--- src/rtl/fifo_arb_pkg.sv ---
// fifo_arb_pkg: shared types and defaults for the FIFO write-port arbiter
package fifo_arb_pkg;

    typedef enum logic [0:0] {
        IDLE = 1'b0,
        OWN  = 1'b1
    } state_e;

    localparam int DEF_NUM_REQ   = 4;
    localparam int DEF_DATA_W    = 8;
    localparam int DEF_BURST_MAX = 4;
    localparam int ID_W          = $clog2(DEF_NUM_REQ);

endpackage

--- src/rtl/fifo_wr_arbiter_rr_pick.sv ---
// rr_pick: first set request at or above start, wrapping modulo N
module rr_pick
    import fifo_arb_pkg::*;
#(
    parameter int N = DEF_NUM_REQ
) (
    input  logic [N-1:0]         req,
    input  logic [$clog2(N)-1:0] start,
    output logic                 found,
    output logic [$clog2(N)-1:0] idx
);

    localparam int IW = $clog2(N);

    logic [N-1:0] rot;
    logic [IW:0]  off;
    logic [IW:0]  sum;

    // rotate so bit 0 is the favoured index, then take the lowest set bit
    always_comb begin
        rot   = N'({req, req} >> start);
        found = |req;
        off   = '0;
        for (int i = N - 1; i >= 0; i--) begin
            if (rot[i]) off = (IW + 1)'(i);
        end
        sum = {1'b0, start} + off;
        idx = (sum >= (IW + 1)'(N)) ? IW'(sum - (IW + 1)'(N)) : sum[IW-1:0];
    end

endmodule

--- src/rtl/fifo_wr_arbiter.sv ---
// fifo_wr_arbiter: round-robin, burst-bounded sharing of a FIFO write port
module fifo_wr_arbiter
    import fifo_arb_pkg::*;
#(
    parameter int NUM_REQ   = DEF_NUM_REQ,
    parameter int DATA_W    = DEF_DATA_W,
    parameter int BURST_MAX = DEF_BURST_MAX
) (
    input  logic                        clk,
    input  logic                        rst,
    input  logic [NUM_REQ-1:0]          req_valid,
    input  logic [NUM_REQ-1:0]          req_last,
    input  logic [NUM_REQ*DATA_W-1:0]   req_data,
    output logic [NUM_REQ-1:0]          req_ready,
    input  logic                        full,
    output logic                        wr,
    output logic [DATA_W-1:0]           din,
    output logic                        grant_valid,
    output logic [$clog2(NUM_REQ)-1:0]  grant_id
);

    localparam int IW = $clog2(NUM_REQ);

    state_e             state_q, state_d;
    logic [IW-1:0]      owner_q, owner_d;
    logic [IW-1:0]      rr_q, rr_d;
    logic [3:0]         beat_q, beat_d;
    logic [IW-1:0]      nxt_ptr, pick_start, pick_idx;
    logic [NUM_REQ-1:0] own_bit, pick_req;
    logic               own, live, o_valid, o_last, burst_end, pick_found;

    rr_pick #(.N(NUM_REQ)) u_pick (
        .req   (pick_req),
        .start (pick_start),
        .found (pick_found),
        .idx   (pick_idx)
    );

    // write-side datapath and burst termination; reset blocks any pending handshake
    always_comb begin
        own       = state_q == OWN;
        live      = own && rst;
        own_bit   = NUM_REQ'(1) << owner_q;
        o_valid   = req_valid[owner_q];
        o_last    = req_last[owner_q];
        wr        = live && o_valid && !full;
        req_ready = (live && !full) ? own_bit : '0;
        din       = req_data[owner_q*DATA_W +: DATA_W];
        burst_end = own && (!o_valid || (wr && (o_last || beat_q == 4'(BURST_MAX - 1))));
        nxt_ptr   = (owner_q == IW'(NUM_REQ - 1)) ? '0 : owner_q + 1'b1;
        pick_req  = own ? (req_valid & ~own_bit) : req_valid;
        pick_start = own ? nxt_ptr : rr_q;
    end

    // grant FSM: take a winner from IDLE, hand over without a bubble at burst end
    always_comb begin
        state_d = state_q;
        owner_d = owner_q;
        rr_d    = rr_q;
        beat_d  = beat_q;
        if (!own) begin
            state_d = pick_found ? OWN : IDLE;
            owner_d = pick_found ? pick_idx : owner_q;
            beat_d  = '0;
        end else if (burst_end) begin
            rr_d    = nxt_ptr;
            state_d = pick_found ? OWN : IDLE;
            owner_d = pick_found ? pick_idx : owner_q;
            beat_d  = '0;
        end else if (wr) begin
            beat_d  = beat_q + 4'd1;
        end
    end

    // state registers with synchronous active-low reset
    always_ff @(posedge clk) begin
        if (!rst) begin
            state_q <= IDLE;
            owner_q <= '0;
            rr_q    <= '0;
            beat_q  <= '0;
        end else begin
            state_q <= state_d;
            owner_q <= owner_d;
            rr_q    <= rr_d;
            beat_q  <= beat_d;
        end
    end

    assign grant_valid = state_q == OWN;
    assign grant_id    = owner_q;

endmodule

--- config.mk ---
export PLATFORM = sky130hd
export DESIGN_NAME = fifo_wr_arbiter
export DESIGN_NICKNAME = d
export VERILOG_FILES = /design/src/rtl/fifo_arb_pkg.sv /design/src/rtl/fifo_wr_arbiter_rr_pick.sv /design/src/rtl/fifo_wr_arbiter.sv
export SDC_FILE = /design/constraint.sdc
export NUM_CORES = 1
export LEC_CHECK = 0
export CORE_MARGIN = 4
export CORE_UTILIZATION = 34
export DETAILED_ROUTE_END_ITERATION = 8
export PLACE_DENSITY = 0.83
export SLEW_MARGIN = 25
export SYNTH_ARGS = -nofsm -noshare
export SYNTH_HDL_FRONTEND = slang
export SYNTH_SLANG_ARGS = --single-unit
--- constraint.sdc ---
create_clock -name clk -period 2.7 [get_ports clk]
set_input_delay 0.54 -clock clk [delete_from_list [all_inputs] [get_ports clk]]
set_output_delay 0.54 -clock clk [all_outputs]
set_load 0.01 [all_outputs]
# ---- Word-level counts from Yosys, hierarchy flattened
# Index checks and enable logic that the tools add are counted.
dict set report op_classes {
  addsub 4
  magnitude_cmp 2
  n_eq_ne 3
  shifts 3
  n_mux 19
  bitwise 4
  n_reduce_logical 13
}
# operator n
set op_table {}
lappend op_table {{32-bit by 6-bit variable part select with 8-bit output} 1}
lappend op_table {{2-bit 2-to-1 mux} 10}
lappend op_table {{4-bit 2-to-1 mux} 2}
lappend op_table {{8-bit by 2-bit right shift with 4-bit output} 1}
lappend op_table {{1-bit logical AND} 6}
lappend op_table {{1-bit 2-to-1 mux} 5}
lappend op_table {{4-bit by 1-bit adder with 4-bit output, second input constant} 1}
lappend op_table {{4-bit bitwise AND} 1}
lappend op_table {{1-bit binary-select mux with 2-bit select} 2}
lappend op_table {{4-bit by 2-bit equality test with 1-bit output, second input constant} 1}
lappend op_table {{4-bit inverter} 1}
lappend op_table {{4-bit OR reduction} 1}
lappend op_table {{1-bit by 2-bit left shift with 4-bit output, first input constant} 1}
lappend op_table {{2-bit by 2-bit adder with 3-bit output} 1}
lappend op_table {{3-bit greater-or-equal comparator, second input constant} 1}
lappend op_table {{2-bit by 3-bit < comparator with 1-bit output, second input constant} 1}
lappend op_table {{3-bit OR reduction} 1}
lappend op_table {{2-bit by 1-bit adder with 2-bit output, second input constant} 1}
lappend op_table {{2-bit equality test, second input constant} 1}
lappend op_table {{1-bit zero test} 2}
lappend op_table {{1-bit logical OR} 2}
lappend op_table {{2-bit by 1-bit != test with 1-bit output, second input constant} 1}
lappend op_table {{1-bit inverter} 2}
lappend op_table {{2-bit AND reduction} 1}
lappend op_table {{2-bit by 1-bit subtractor with 2-bit output, second input constant} 1}
dict set report word_totals {
  ff_bits 9
  output_inout_bits 16
}

# ---- Longest topological paths before layout
# Gate-level depths: netlist of run 1.
dict set report depth {
  ltp_word 15
  mapped_depth 14
  mapped_depth_nobuf 13
}

# ---- Cells and area by module
# Synthesis of run 1 repeated with hierarchy kept, for this count alone.
dict set report hier_totals {
  cells_unflattened 106
  area_unflattened_um2 977.2
}
# mod n_inst cells_each area_per_inst_um2 seq_area_each_um2
set by_module_without_submodules {}
lappend by_module_without_submodules {fifo_wr_arbiter 1 79 798.3 180.2}
lappend by_module_without_submodules {rr_pick 1 27 178.9 0.0}

# ---- Least setup slack after synthesis of run 1
# Ideal clock, no wire load.
dict set report synth_path {
  kind {reg2reg}
  from {register owner_q[0], in the netlist grant_id[0]}
  to {register owner_q[1], in the netlist grant_id[1]}
  setup_time_ps 120
  t_arrival_ps 2608
  path_slack_ps -28
  path_stages_with_launch 14
  n_path_buf 1
  period_less_slack_ps 2728
  cell_sequence {dfxtp_1 buf_2 inv_1 ha_1 mux2i_1 o21ai_0 o21ai_0 a32oi_1 o21ai_0 ha_1 xnor2_1 nand4bb_1 mux2i_1 or2_1}
}
dict set report synth_via {
  elab_cells_between_ends 33
  cone_classes {add/sub: 3; order compare: 1; eq/ne: 2; shift: 2; mux: 15; bitwise: 2; reduce/logical: 8}
}
# element line
set synth_lines {}
lappend synth_lines {{start: declaration} fifo_wr_arbiter.sv:25} ;# logic [IW-1:0] owner_q, owner_d;
lappend synth_lines {{start signal: assignment} fifo_wr_arbiter.sv:84} ;# owner_q <= owner_d;
lappend synth_lines {{2-bit by 1-bit adder with 2-bit output or 2-bit equality test (tied branches)} fifo_wr_arbiter.sv:50} ;# nxt_ptr = (owner_q == IW'(NUM_REQ - 1)) ? '0 : owner_q + 1'b1;
lappend synth_lines {{2-bit 2-to-1 mux *} fifo_wr_arbiter.sv:50}
lappend synth_lines {{via nxt_ptr[1]} fifo_wr_arbiter.sv:28} ;# logic [IW-1:0] nxt_ptr, pick_start, pick_idx;
lappend synth_lines {{2-bit 2-to-1 mux *} fifo_wr_arbiter.sv:52} ;# pick_start = own ? nxt_ptr : rr_q;
lappend synth_lines {{8-bit by 2-bit right shift with 4-bit output} fifo_wr_arbiter_rr_pick.sv:21} ;# rot = N'({req, req} >> start);
lappend synth_lines {{2-bit 2-to-1 mux (4 in series)} fifo_wr_arbiter_rr_pick.sv:25} ;# if (rot[i]) off = (IW + 1)'(i);
lappend synth_lines {{2-bit by 2-bit adder with 3-bit output *} fifo_wr_arbiter_rr_pick.sv:27} ;# sum = {1'b0, start} + off;
lappend synth_lines {{3-bit greater-or-equal comparator or 2-bit by 1-bit subtractor with 2-bit output (tied branches)} fifo_wr_arbiter_rr_pick.sv:28} ;# idx = (sum >= (IW + 1)'(N)) ? IW'(sum - (IW + 1)'(N)) : sum[IW-1:0];
lappend synth_lines {{2-bit 2-to-1 mux *} fifo_wr_arbiter_rr_pick.sv:28}
lappend synth_lines {{2-bit 2-to-1 mux *} {fifo_wr_arbiter.sv:63, fifo_wr_arbiter.sv:68}}
lappend synth_lines {{2-bit 2-to-1 mux} fifo_wr_arbiter.sv:65} ;# end else if (burst_end) begin
lappend synth_lines {{2-bit 2-to-1 mux *} fifo_wr_arbiter.sv:61} ;# if (!own) begin
# The timed path passes the listed nets; every way through them passes the cells marked *. The select of a mux whose other input is x is not followed.
# A chain may end at the register's enable or synchronous reset.

# ---- Worst setup path after layout of run 1
dict set report layout_path {
  from {input port rst}
  to {output port req_ready[1]}
}
dict set report layout_via {
  elab_chain_cells 3
}
# element line
set layout_lines {}
lappend layout_lines {{start: declaration} fifo_wr_arbiter.sv:10} ;# input logic rst,
lappend layout_lines {{1-bit logical AND} fifo_wr_arbiter.sv:42} ;# live = own && rst;
lappend layout_lines {{1-bit logical AND} fifo_wr_arbiter.sv:47} ;# req_ready = (live && !full) ? own_bit : '0;
lappend layout_lines {{4-bit 2-to-1 mux} fifo_wr_arbiter.sv:47}
lappend layout_lines {{end: declaration} fifo_wr_arbiter.sv:14} ;# output logic [NUM_REQ-1:0] req_ready,
# No other way between the ends.

==> flow_summary.ini, run 1 <==
[yosys]
yosys_warnings = 0
synth_nets = 153
synth-seq-cells = 9
syn_area_um2 = 988.4
yosysUniqueCellTypes = 37
syn-mean-instance-area_um2 = 9.504
synthCells = 104
ys_seq_area_frac = 0.1823

[power]
p_total_mw = 1.137
powerDensity_nw_per_um2 = 662.4
p_leak_nw = 0.6598
irDropWorstVdd_v = 0.0005580

[setup_path]
critical-path-max-stage-delay_ns = 0.54
startpoint_type = input port
crit_family = buffers and inverters
crit_path_frequent_cell = clkdlybuf4s50_1
regToRegEndpoint = grant_id[1]
cp_max_fo = 6
reg2regPathDepth = 12
critPathBufInv = 2
cp.required_ns = 2.16
r2r_start = grant_id[0]
crit_slowest_cell = clkdlybuf4s50_1
path_cells = clkdlybuf4s50_1, and3b_1, and2_1, clkdlybuf4s50_1
r2r_slack_ns = 0.23
end_kind = primary output
arrival_ns = 1.98
worst-setup-path-type = in2out

[floorplan]
start_util = 0.3584
fp.dieH_um = 61.92
die_area_um2 = 3834
core_um2 = 2758
die_w_um = 61.92
rows = 19
io_pins = 59

[status]
status = finished, final reports clean

[layout]
fin_util = 0.6225
drive_gt1_frac = 0.1988
fin_area_um2 = 1717
syn2layout_area_growth_pct = 73.67
layout_common_cells = clkdlybuf4s50_1 (57), mux4_2 (10), nor2_1 (10), buf_4 (10), nand2_1 (8)
nFillCells = 231
instances_no_fill = 202
layout_commonest_cell = clkdlybuf4s50_1
nets = 221
diodes = 0

[placement]
dp_slack_ns = -0.1060
dpl-instance-area_um2 = 1645
port_buffers = 58
placedCellCount = 197
dpl.hpwl_mm = 2.821
place_congestion = 0.8203

[sta]
drv_slew = 0
skew_ns = 0.003773
finalHoldViolCount = 0
rsz0062_at_grt = false
setup_viol = 0
finalSetupTns_ns = 0
fin_crit_sh = 0.9346
tightest_slew_ns = 0.3594
fin_ws_ns = 0.1766
slew_headroom = 0.7583
hold_ws_ns = 0.5204
fmax_ghz = 0.3963
post-route-min-period_ns = 2.523

[min_path]
hold_path.class = reg2reg
whs_path_depth = 2
worstHoldStart = rr_q[0]
hold_end = rr_q[0]

[global_route]
grt_pass1_wl_mm = 4.954
grt_max_degree = 15
grt_overflow = 0
grt_antenna_before_repair = 0
gr-usage-all-layers = 0.1774
grt_pass1_vias = 1072

[cts]
cts.sinks = 9
htreeDepth = 1
clk_path_buf_depth = 2
cts_buffers = 3
path_clk_slew_ns = 0.06
cts_tree = built
root_buffer = clkbuf_4
clk_latency_ns = 0.26

[routing]
vias = 1123
detail-route-antenna-nets = 0
drtIter0Drc = 35
wirelength_mm = 3.314
wl_per_cell_um = 16.41
dr.pass1.iters = 4
drc_errors = 0
viasPerCell = 5.559

[job]
maxCapViolations = 0
[report_power, final]
group / leakage [nW] / switching (mW) / internal (mW)
clock network: 0.0150 / 0.0490 / 0.0571
logic: 0.571 / 0.360 / 0.482
registers: 0.0739 / 0.0320 / 0.158
total: 0.660 / 0.441 / 0.696
[worst max-delay path by stage]
stage | cells past startpoint | startpoint | slack (ns) | endpoint
6_report | 4 | rst | 0.18 | req_ready[1]
3_5_place_dp | 10 | req_valid[3] | -0.11 | grant_id[1]
2_1_floorplan | 13 | grant_id[0] | 0.06 | grant_id[1]
4_1_cts | 4 | req_valid[3] | 0.01 | wr
5_1_grt | 11 | req_valid[3] | 0.01 | grant_id[1]
3_3_place_gp | 4 | req_valid[3] | -0.003 | wr
[worst reg2reg max path, cell delays in order (launching register included)]
cell       delay (ns)
dfxtp_1          0.32
buf_4            0.16
ha_1             0.25
a21bo_2          0.27
o21ai_0          0.18
a21oi_1          0.08
o21ai_0          0.14
o21ai_1          0.10
ha_1             0.22
xnor2_2          0.17
nand4bb_1        0.16
mux2i_1          0.09
or2_1            0.24
[synthesized netlist by cell type (all sizes together)]
master,count,area share
and3b,1,0.0089
a32oi,1,0.0089
inv,3,0.011
mux2,1,0.015
o31ai,1,0.013
and4,1,0.0089
nand2,9,0.037
mux2i,5,0.051
mux4,10,0.23
nand4,3,0.019
or2,2,0.013
a21oi,2,0.010
o211ai,1,0.0076
a21boi,3,0.023
a21bo,1,0.010
nor3b,1,0.0076
buf,4,0.027
nand3,1,0.0051
nand4bb,1,0.011
ha,6,0.076
or4,1,0.0076
a31oi,1,0.0063
nor2,10,0.038
o21ai,6,0.030
nor3,2,0.015
and2,8,0.053
dfxtp,9,0.18
xnor2,2,0.018
xor2,2,0.018
clkbuf,1,0.0038
a211oi,5,0.038
[kinds of logic after synthesis]
family                     synth area share
DFF                                  0.1823
xor gates and xnor gates            0.03545
AOI/OAI and AO/OA                    0.1468
muxes                                0.2937
buffers and inverters               0.04176
and+or+nand+nor                      0.2241
adders and majority gates           0.07595
[sequential cells by signal (all words and copies together), names as in the netlist]
register / count
grant_valid: 1
rr_q: 2
beat_q: 4
grant_id: 2
[final cells by class]
cell class / count / area, um^2 / share of cell area
multi-input cells: 87 / 799.5 / 0.4657
repair buffers: 68 / 658.1 / 0.3834
flip-flops and latches: 9 / 182.7 / 0.1064
well taps: 31 / 38.79 / 0.02259
clock buffers: 4 / 26.28 / 0.01531
inverters: 3 / 11.26 / 0.006560
[per-layer routing]
metal | track usage | vias to the layer above | wire length (um)
met5 | 0 | - | 0
met4 | 0.09091 | 0 | 82
met3 | 0.04752 | 9 | 452
met2 | 0.3318 | 62 | 1659
met1 | 0.1782 | 521 | 1120
li1 | - | 531 | -
[repair_timing]
item / in CTS / in global routing
endpoints found under the setup margin: 2 / 2
gates resized for setup: 1 / 8
buffers inserted: 1 / 0
endpoints found under the hold margin: 0 / 0
hold buffers: 0 / 0
Note: power is estimated with default switching activity, not from simulation.
==> run 2, diff against run 1 <==
--- a/config.mk
+++ b/config.mk
@@ -8,7 +8,8 @@
 export CORE_MARGIN = 4
 export CORE_UTILIZATION = 34
 export DETAILED_ROUTE_END_ITERATION = 8
-export PLACE_DENSITY = 0.83
+export GPL_TIMING_DRIVEN = 0
+export PLACE_DENSITY = 0.77
 export SLEW_MARGIN = 25
 export SYNTH_ARGS = -nofsm -noshare
 export SYNTH_HDL_FRONTEND = slang
==> flow_summary.ini, run 2 (synthesis gave the netlist of run 1 again) <==
[layout]
multi_input_area_um2 = 813.3
nets = 216
largest_reg_flops = 4
regMostFlops = beat_q
fin_area_um2 = 1707
seq_area_um2 = 185.2
diodes = 0
nFillCells = 251
syn2layout_area_growth_pct = 72.66
layout_common_cells = clkdlybuf4s50_1 (57), mux4_2 (10), nor2_1 (10)
layout_commonest_cell = clkdlybuf4s50_1
drive_gt1_frac = 0.1807
instances_no_fill = 197

[min_path]
whs_path_depth = 2
hold_path.class = reg2reg

[setup_path]
critPathBufInv = 3
worst-setup-path-type = in2out
reg2regPathDepth = 14
cp.required_ns = 2.16
path_depth = 5
cp_max_fo = 5
critical-path-max-stage-delay_ns = 0.53
crit_slowest_cell = mux4_2
startpoint_type = input port
crit_family = buffers and inverters
path_cells = clkdlybuf4s50_1, mux4_2, and2_1, clkbuf_1, clkdlybuf4s15_1
end_kind = primary output
arrival_ns = 2.10

[placement]
dpl.hpwl_mm = 2.690
dpl-instance-area_um2 = 1610
place_congestion = 0.8415
placedCellCount = 193
port_buffers = 58

[floorplan]
fp.dieH_um = 61.92
rows = 19
start_util = 0.3584
die_area_um2 = 3834
die_w_um = 61.92
io_pins = 59
core_um2 = 2758

[global_route]
grt_max_degree = 11
grt_overflow = 0
grt_pass1_vias = 1046
grt_pass1_wl_mm = 4.409
gr-usage-all-layers = 0.1519
grt_antenna_before_repair = 0

[routing]
dr.pass1.iters = 4
wirelength_mm = 3.207
top_layer_used = met4
wl_met3_um = 509
detail-route-antenna-nets = 0
viasPerCell = 5.416
wl_met1_mm = 1.061
wl_met2_mm = 1.598
wl_per_cell_um = 16.28
vias = 1067
drtIter0Drc = 34
drc_errors = 0

[cts]
clk_latency_ns = 0.26
htreeDepth = 1
cts_hold_buf = 0
path_clk_slew_ns = 0.06
clk_path_buf_depth = 2
root_buffer = clkbuf_4
cts_tree = built
cts.sinks = 9
cts_buffers = 3

[sta]
slew_headroom = 0.7187
fmax_ghz = 0.3789
drv_slew = 0
finalHoldViolCount = 0
skew_ns = 0.008890
fin_crit_sh = 0.9775
tightest_slew_ns = 0.4182
setup_viol = 0
post-route-min-period_ns = 2.639

[power]
powerDensity_nw_per_um2 = 677.3
p_total_mw = 1.156
irDropWorstVdd_v = 0.0005942
p_leak_nw = 0.6229

[status]
status = finished, final reports clean

[job]
maxCapViolations = 0
[run 2: cell types whose count changed in the layout (fill, tap and decap cells not counted), sizes merged]
cell	change
clkbuf	+1
dlymetal6s2s	-1
clkdlybuf4s15	+1
buf	-6
[run 2: path summary, 6_finish.rpt]
check	start	to	slack, ns
worst max-delay path	req_valid[0]	wr	0.06
worst min-delay path	rr_q[0]	rr_q[0]	0.49
worst max register to register	grant_id[0]	grant_id[1]	0.17
worst min register to register	rr_q[0]	rr_q[0]	0.49
[run 2: layer usage]
layer  vias to the layer above  global-route usage
li1                        520                   -
met2                        52              0.3004
met1                       491              0.1430
met4                         0             0.03030
met3                         4             0.06612
met5                         -                   0
[run 2: repair_timing]
item,in CTS,in global routing
gates resized for setup,9,11
endpoints found under the setup margin,3,2
buffers inserted,0,0
[run 2: through the flow]
| step | utilization | setup TNS [ns] | hold WS, ns | setup WS, ns |
|---|---|---|---|---|
| final | 0.6189 | 0 | 0.4926 | 0.06080 |
| after detailed placement | 0.5839 | -0.5396 | 0.4864 | -0.3490 |
| after global placement | 0.5839 | -0.4136 | 0.4779 | -0.2414 |
| after floorplan | - | 0 | 0.4520 | 0.06242 |
| after CTS | 0.6030 | 0 | 0.5004 | 0.01460 |
| after global routing | 0.6189 | -0.03139 | 0.5491 | -0.03139 |
[run 2: final cells by class]
cell class	instances	share of cell area
Timing Repair Buffer	58	0.3402
Buffer	5	0.03006
Sequential cell	9	0.1085
Clock buffer	4	0.01540
Tap cell	31	0.02273
Multi-Input combinational cell	87	0.4765
Inverter	3	0.006598
[run 2: worst min-delay path: stages (launching register included)]
cell and delay, ns:
dfxtp_1 0.32, mux2i_1 0.06, nor2_1 0.07
[run 2: where the power goes]
part | internal, mW | switching [mW] | leakage, nW
Sequential | 0.162 | 0.0415 | 0.0746
Clock | 0.0569 | 0.0474 | 0.0150
Combinational | 0.488 | 0.360 | 0.533
==> run 3, diff against run 2 <==
--- a/config.mk
+++ b/config.mk
@@ -9,7 +9,7 @@
 export CORE_UTILIZATION = 34
 export DETAILED_ROUTE_END_ITERATION = 8
 export GPL_TIMING_DRIVEN = 0
-export PLACE_DENSITY = 0.77
+export PLACE_DENSITY_LB_ADDON = 0.12
 export SLEW_MARGIN = 25
 export SYNTH_ARGS = -nofsm -noshare
 export SYNTH_HDL_FRONTEND = slang
==> flow_summary.ini, run 3 (synthesis gave the netlist of run 1 again) <==
[status]
status = finished, final reports clean

[global_route]
grt_pass1_vias = 1004
grt_overflow = 0
grt_max_degree = 11
grt_pass1_wl_mm = 4.512
grt_antenna_before_repair = 0
gr-usage-all-layers = 0.1561

[placement]
dp_slack_ns = -0.2974
place_congestion = 0.7642
dpl-instance-area_um2 = 1610
port_buffers = 58
dpl.hpwl_mm = 2.584
placedCellCount = 193

[power]
p_leak_nw = 0.6147
irDropWorstVdd_v = 0.0005173
powerDensity_nw_per_um2 = 669.1

[setup_path]
worst-setup-path-type = reg2reg
crit_path_start = grant_id[0]
r2r_start = grant_id[0]
cp.required_ns = 2.86
end_kind = flop
startpoint_type = flop
arrival_ns = 2.75
regToRegEndpoint = grant_id[1]
endpoint = grant_id[1]
cp_max_fo = 10
r2r_slack_ns = 0.11
reg2regPathDepth = 13

[sta]
drv_slew = 0
slew_headroom = 0.7183
post-route-min-period_ns = 2.592
finalHoldViolCount = 0
skew_ns = 0.001941
fmax_ghz = 0.3859
tightest_slew_ns = 0.4188
fin_crit_sh = 0.9599
hold_ws_ns = 0.4911
fin_ws_ns = 0.1084
setup_viol = 0

[cts]
cts_hold_buf = 0
htreeDepth = 1
cts_buffers = 3
cts_setup_buffers = 0
post_cts_resized = 10
path_clk_slew_ns = 0.06
root_buffer = clkbuf_4
cts_tree = built
clk_latency_ns = 0.27
cts.sinks = 9
clk_path_buf_depth = 2

[layout]
drive_gt1_frac = 0.1747
nets = 216
fin_util = 0.6089
layout_common_cells = clkdlybuf4s50_1 (57), mux4_2 (10), nor2_1 (10)
syn2layout_area_growth_pct = 69.87
layout_commonest_cell = clkdlybuf4s50_1
regMostFlops = beat_q
instances_no_fill = 197
diodes = 0
nFillCells = 267
fin_area_um2 = 1679
largest_reg_flops = 4

[routing]
wl_per_cell_um = 15.56
wirelength_mm = 3.066
dr.pass1.iters = 4
drc_errors = 0
drtIter0Drc = 26
vias = 1088
viasPerCell = 5.523
detail-route-antenna-nets = 0

[floorplan]
io_pins = 59
fp.dieH_um = 61.92
start_util = 0.3584
die_w_um = 61.92
core_um2 = 2758
die_area_um2 = 3834
rows = 19

[min_path]
whs_path_depth = 2
hold_path.class = reg2reg

[job]
maxCapViolations = 0
## run 3: routing by layer
metal / global-route usage / vias up / share of wire
met4: 0.05455 / 0 / 0.012
met5: 0 / - / 0
met1: 0.1842 / 503 / 0.39
li1: - / 519 / -
met2: 0.2646 / 61 / 0.47
met3: 0.05165 / 5 / 0.13
## run 3: power breakdown
group | switching (mW) | internal, mW | total (mW) | leakage [nW]
logic | 0.344 | 0.466 | 0.810 | 0.525
clock network | 0.0533 | 0.0573 | 0.111 | 0.0150
registers | 0.0411 | 0.162 | 0.203 | 0.0746
## run 3: worst min path at each step
stage / from / endpoint
final: rr_q[0] / rr_q[0]
after global routing: rr_q[0] / rr_q[0]
after floorplan: rr_q[0] / rr_q[0]
after global placement: rr_q[0] / rr_q[0]
after detailed placement: rr_q[0] / rr_q[0]
after CTS: rr_q[0] / rr_q[0]
## run 3: final cells by class
cell class / count / area (um^2) / share of cell area
Buffer: 5 / 46.29 / 0.02757
Clock buffer: 4 / 26.28 / 0.01565
Inverter: 3 / 11.26 / 0.006706
Multi-Input combinational cell: 87 / 795.8 / 0.4739
Sequential cell: 9 / 185.2 / 0.1103
Tap cell: 31 / 38.79 / 0.02310
Timing Repair Buffer: 58 / 575.6 / 0.3428
## run 3: worst max-delay path, cell delays in order, from the launching register on
cell and delay, ns:
dfxtp_4 0.42, buf_8 0.17, inv_1 0.12, ha_4 0.31, mux2i_4 0.08, o21ai_0 0.18, a21oi_1 0.09, o21ai_0 0.14
o21ai_0 0.11, ha_1 0.20, xnor2_1 0.21, nand4bb_1 0.17, mux2i_1 0.08, or2_1 0.22
## run 3: through the flow
stage | TNS, ns | power, mW
CTS | 0 | 1.090
floorplan | 0 | 0.6633
detailed placement | -0.4900 | 0.9533
global route | -0.007520 | 1.203
global placement | -0.4162 | 0.9373
finish | 0 | 1.124
